===== src/rtl/vedic_mac_accum.sv =====
// vedic_mac_accum: accumulates a programmed number of unsigned products
// arriving over a valid/ready handshake. It then holds the total on
// acc_out/acc_valid until the consumer acknowledges it.
//
// Build option: define VEDIC_MAC_SATURATE_EN to make the accumulator clamp
// to all-ones on carry-out. Without it, the sum wraps modulo 2^ACC_W.
// In both modes, ovf is a sticky flag for the current accumulation.
module vedic_mac_accum #(
  parameter int PROD_W = 32,
  parameter int ACC_W  = 40,
  parameter int LEN_W  = 8
) (
  input  logic              clk,
  input  logic              reset,
  input  logic              start,
  input  logic [LEN_W-1:0]  len,
  input  logic [PROD_W-1:0] prod_in,
  input  logic              prod_valid,
  output logic              prod_ready,
  output logic [ACC_W-1:0]  acc_out,
  output logic              acc_valid,
  input  logic              acc_ack,
  output logic              busy,
  output logic              ovf
);

  // Zero-extension width that lifts a product to the (ACC_W+1)-bit adder.
  localparam int EXT_W = ACC_W + 1 - PROD_W;

  typedef enum logic [1:0] {
    IDLE = 2'd0,
    ACC  = 2'd1,
    DONE = 2'd2
  } state_t;

  state_t             state_q, state_d;
  logic [ACC_W-1:0]   acc_q, acc_d;
  logic [LEN_W-1:0]   cnt_q, cnt_d;
  logic               ovf_q, ovf_d;
  logic               ready_q, valid_q, busy_q;
  logic               xfer;
  logic [ACC_W:0]     sum;

  // The extra top bit of sum is the carry-out, which flags overflow.
  assign sum  = {1'b0, acc_q} + {{EXT_W{1'b0}}, prod_in};
  assign xfer = prod_valid & ready_q;

  // State, datapath and Moore output registers.
  // The outputs are registered from the next state, so they change exactly
  // when the state does.
  always_ff @(posedge clk or negedge reset) begin
    if (!reset) begin
      state_q <= IDLE;
      acc_q   <= '0;
      cnt_q   <= '0;
      ovf_q   <= 1'b0;
      ready_q <= 1'b0;
      valid_q <= 1'b0;
      busy_q  <= 1'b0;
    end else begin
      state_q <= state_d;
      acc_q   <= acc_d;
      cnt_q   <= cnt_d;
      ovf_q   <= ovf_d;
      ready_q <= (state_d == ACC);
      valid_q <= (state_d == DONE);
      busy_q  <= (state_d == ACC) || (state_d == DONE);
    end
  end

  // Next-state logic and accumulation.
  // acc and ovf are only cleared by a new start, so the last result stays
  // readable in IDLE.
  always_comb begin
    state_d = state_q;
    acc_d   = acc_q;
    cnt_d   = cnt_q;
    ovf_d   = ovf_q;
    case (state_q)
      IDLE: begin
        if (start) begin
          acc_d = '0;
          ovf_d = 1'b0;
          cnt_d = len;
          if (len != '0) begin
            state_d = ACC;
          end else begin
            state_d = DONE;
          end
        end
      end
      ACC: begin
        if (xfer) begin
          cnt_d = cnt_q - LEN_W'(1);
          ovf_d = ovf_q | sum[ACC_W];
`ifdef VEDIC_MAC_SATURATE_EN
          // Once clamped, any further non-zero add carries out again,
          // so the accumulator stays pinned at all-ones.
          if (sum[ACC_W]) begin
            acc_d = {ACC_W{1'b1}};
          end else begin
            acc_d = sum[ACC_W-1:0];
          end
`else
          acc_d = sum[ACC_W-1:0];
`endif
          if (cnt_q == LEN_W'(1)) begin
            state_d = DONE;
          end
        end
      end
      DONE: begin
        // Any start arriving in this cycle is deliberately not latched.
        if (acc_ack) begin
          state_d = IDLE;
        end
      end
      default: begin
        state_d = IDLE;
      end
    endcase
  end

  assign prod_ready = ready_q;
  assign acc_valid  = valid_q;
  assign busy       = busy_q;
  assign acc_out    = acc_q;
  assign ovf        = ovf_q;

endmodule


===== config.mk =====
export PLATFORM = sky130hd
export DESIGN_NAME = vedic_mac_accum
export DESIGN_NICKNAME = d
export VERILOG_FILES = /design/src/rtl/vedic_mac_accum.sv
export SDC_FILE = /design/constraint.sdc
export NUM_CORES = 1
export LEC_CHECK = 0
export ABC_AREA = 1
export CAP_MARGIN = 20
export CORE_MARGIN = 2
export CORE_UTILIZATION = 54
export CTS_BUF_LIST = sky130_fd_sc_hd__clkbuf_4 sky130_fd_sc_hd__clkbuf_8 sky130_fd_sc_hd__clkbuf_16
export DETAILED_ROUTE_END_ITERATION = 12
export PLACE_DENSITY = 0.82
export SLEW_MARGIN = 20
export SYNTH_ARGS = -nofsm -noshare
export SYNTH_HDL_FRONTEND = slang
export SYNTH_SLANG_ARGS = --single-unit

===== constraint.sdc =====
create_clock -name clk -period 2.4 [get_ports clk]
set_clock_uncertainty 0.05 [all_clocks]
set_input_delay 0.24 -clock clk [delete_from_list [all_inputs] [get_ports clk]]
set_output_delay 0.24 -clock clk [all_outputs]
set_load 0.02 [all_outputs]

==> impl_metrics.ini <==
[route]
avgViaCountPerCell = 5.36
drtPass1Iterations = 5
ant_nets = 0
num_vias = 5496
drcViolationCount = 0
routed_wl_mm = 14.9
drt_iter0_markers = 351
wl_per_cell_um = 14.5

[critical_path]
crit_start = acc_out[16]
reg2reg_from = acc_out[16]
critPathCapture = acc_out[23]
worstPathRequired_ns = 2.58
end_kind = flop
slowest_delay_ns = 0.45
critPathTopFamily = compound AO/OA/AOI/OAI gates
critical_path_buf_inv_count = 0
critPathKind = reg -> reg
cp_num_cells = 9
arrival_ns = 2.30
cp_max_fo = 5
r2r_slack_ns = 0.28
critPathSlowestCell = dfrtp_1
r2r-end = acc_out[23]
path_common_cell = nand2_1
r2r_cells = 9
startpoint_type = flop
cp_cell_sequence = ha_1 > nand2_1 > nand2_1 > nand2_1 > nand2_1 > a21oi_1 > nand3_2 > o21ai_0 > nand2_1

[die]
core.rowCount = 35
core_area_um2 = 9150
die_h_um = 101
ios = 89
die-area_um2 = 10100
fp.dieW_um = 101
initial_core_util = 0.551

[timing]
finalHoldViolations = 0
fin_setup_tns_ns = 0
hold_ws_ns = 0.365
maxSlewViolCount = 0
worstMarginPinSlew_ns = 0.547
rsz0062_at_grt = no
timing.fmax_ghz = 0.471
period_needed_ns = 2.12
finalSetupViolCount = 0
slew_headroom = 0.636
min_period_over_period = 0.885

[pwr]
finalPower_w = 0.00817
ir_drop_mv = 1.01
power_density_nw_per_um2 = 1320
leakage_nw = 3.36

[run_status]
status = complete, no violations

[place]
gp_congestion = 0.975
port_buffers = 88
dpl_cell_area_um2 = 6080
dp_hpwl_mm = 11.8

[synth]
synth-seq-cells = 54
yosys.area.top_type = dfrtp_1
syn-instance-count = 818
avgSynthCellArea_um2 = 6.17
ys.flop_type = dfrtp_1
synth_fp_nets = 900
synthDistinctLibCells = 39
synth_top_area_frac = 0.268
netlist_area_um2 = 5040
async_reset_ff_frac = 1.00
synth_common_cells = 300 x nand2_1, 130 x inv_1, 78 x nor2_1
synth_edf_count = 0
synth.area.top_cells = dfrtp_1 27%, nand2_1 22%, inv_1 9.7%
ys_seq_area_frac = 0.268
synthesis.yosys.warnings = 0
synth_most_common_cell = nand2_1

[clocking]
cts_resized = 0
cts_sinks = 54
htree_levels = 2
clock-root-buffer = clkbuf_8
cts_buffer_depth = 2
cts_tree = built
insertion_delay_ns = 0.34
cts_inserted_buffers = 5
path_clk_slew_ns = 0.13

[global_routing]
gr-usage-all-layers = 0.301
grt_overflow = 0
grt_pass1_vias = 5221
grt_max_degree = 39
antenna_found_initial = 0
grt_pass1_wl_mm = 24.4

[layout]
area_growth_pct = 23.0
finalNetCount = 996
design_area_um2 = 6210
drive_above_1_share = 0.0721
antenna_cells = 0

[hold_path]
hold_path_class = in -> async

[run]
maxCapViolations = 0
-- flip-flops by register name, summed over array words and instances (netlist names) --
name and count:
acc_valid 1, acc_out 40, busy 1, ovf 1
cnt_q 8, state_q 2, prod_ready 1
-- layout by cell type, fill, tap and decap left out, drive strengths merged, types with 7 or more instances in the layout --
| cell | count |
|---|---|
| nand2 | 317 |
| inv | 134 |
| clkdlybuf4s50 | 87 |
| nor2 | 87 |
| dfrtp | 54 |
| a21oi | 45 |
| o21ai | 45 |
| nand3 | 38 |
| ha | 36 |
| nor3 | 15 |
| buf | 12 |
| nand3b | 7 |
-- power by group --
| part | total, W | switching (W) | internal, W | leakage [nW] |
|---|---|---|---|---|
| clock network | 0.000689 | 0.000371 | 0.000318 | 0.0587 |
| registers | 0.00170 | 0.000383 | 0.00132 | 0.669 |
| logic | 0.00578 | 0.00363 | 0.00215 | 2.64 |
-- metrics by stage --
step	utilization	cells	worst slack [ns]
6_report	0.678	1026	0.277
5_1_grt	0.678	1026	0.0486
4_1_cts	0.678	1026	0.295
3_5_place_dp	0.664	1017	0.0391
3_3_place_gp	0.664	1017	0.0587
2_1_floorplan	-	818	0.344
-- layout make-up --
class                      count  area (um^2)
inverter                     133          499
tap                          111          139
clock buffer                   5         68.8
timing repair buffer         100          981
sequential                    54         1350
multi-input combinational    620         3120
clock inverter                 3         47.5
fill                         845         2950
-- repair_timing --
| item | 4_1_cts | 5_1_grt |
|---|---|---|
| buffers inserted | 0 | 0 |
| endpoints found under the hold margin | 19 | 0 |
| hold buffers | 1 | 0 |
-- kinds of logic (layout without fill, tap and decap cells) --
group | count (synthesis) | count (layout) | synth area share
AND/OR/NAND/NOR | 473 | 473 | 0.403
buffers and inverters | 144 | 241 | 0.114
AO/OA/AOI/OAI | 106 | 106 | 0.115
flip-flops | 54 | 54 | 0.268
adder cells (fa/ha/maj) | 37 | 37 | 0.0933
XOR/XNOR | 4 | 4 | 0.00695
-- how the worst min path moves through the flow --
stage          startpoint          end  slack [ns]  depth (start not counted)
2_1_floorplan       reset   acc_out[0]       -0.11                          0
3_3_place_gp        reset   acc_out[2]        0.21                          1
3_5_place_dp        reset   acc_out[2]        0.22                          1
4_1_cts             reset  acc_out[19]        0.39                          2
5_1_grt             reset  acc_out[19]        0.43                          2
6_report            reset  acc_out[19]        0.36                          2
-- routing by layer --
layer,vias to the layer above,track usage,part of all wire
met5,-,0,0
met4,0,0.0643,0.012
met3,18,0.0381,0.062
met2,197,0.506,0.46
met1,2532,0.417,0.46
li1,2749,-,-
No activity file was read; power rests on OpenSTA's default activity.
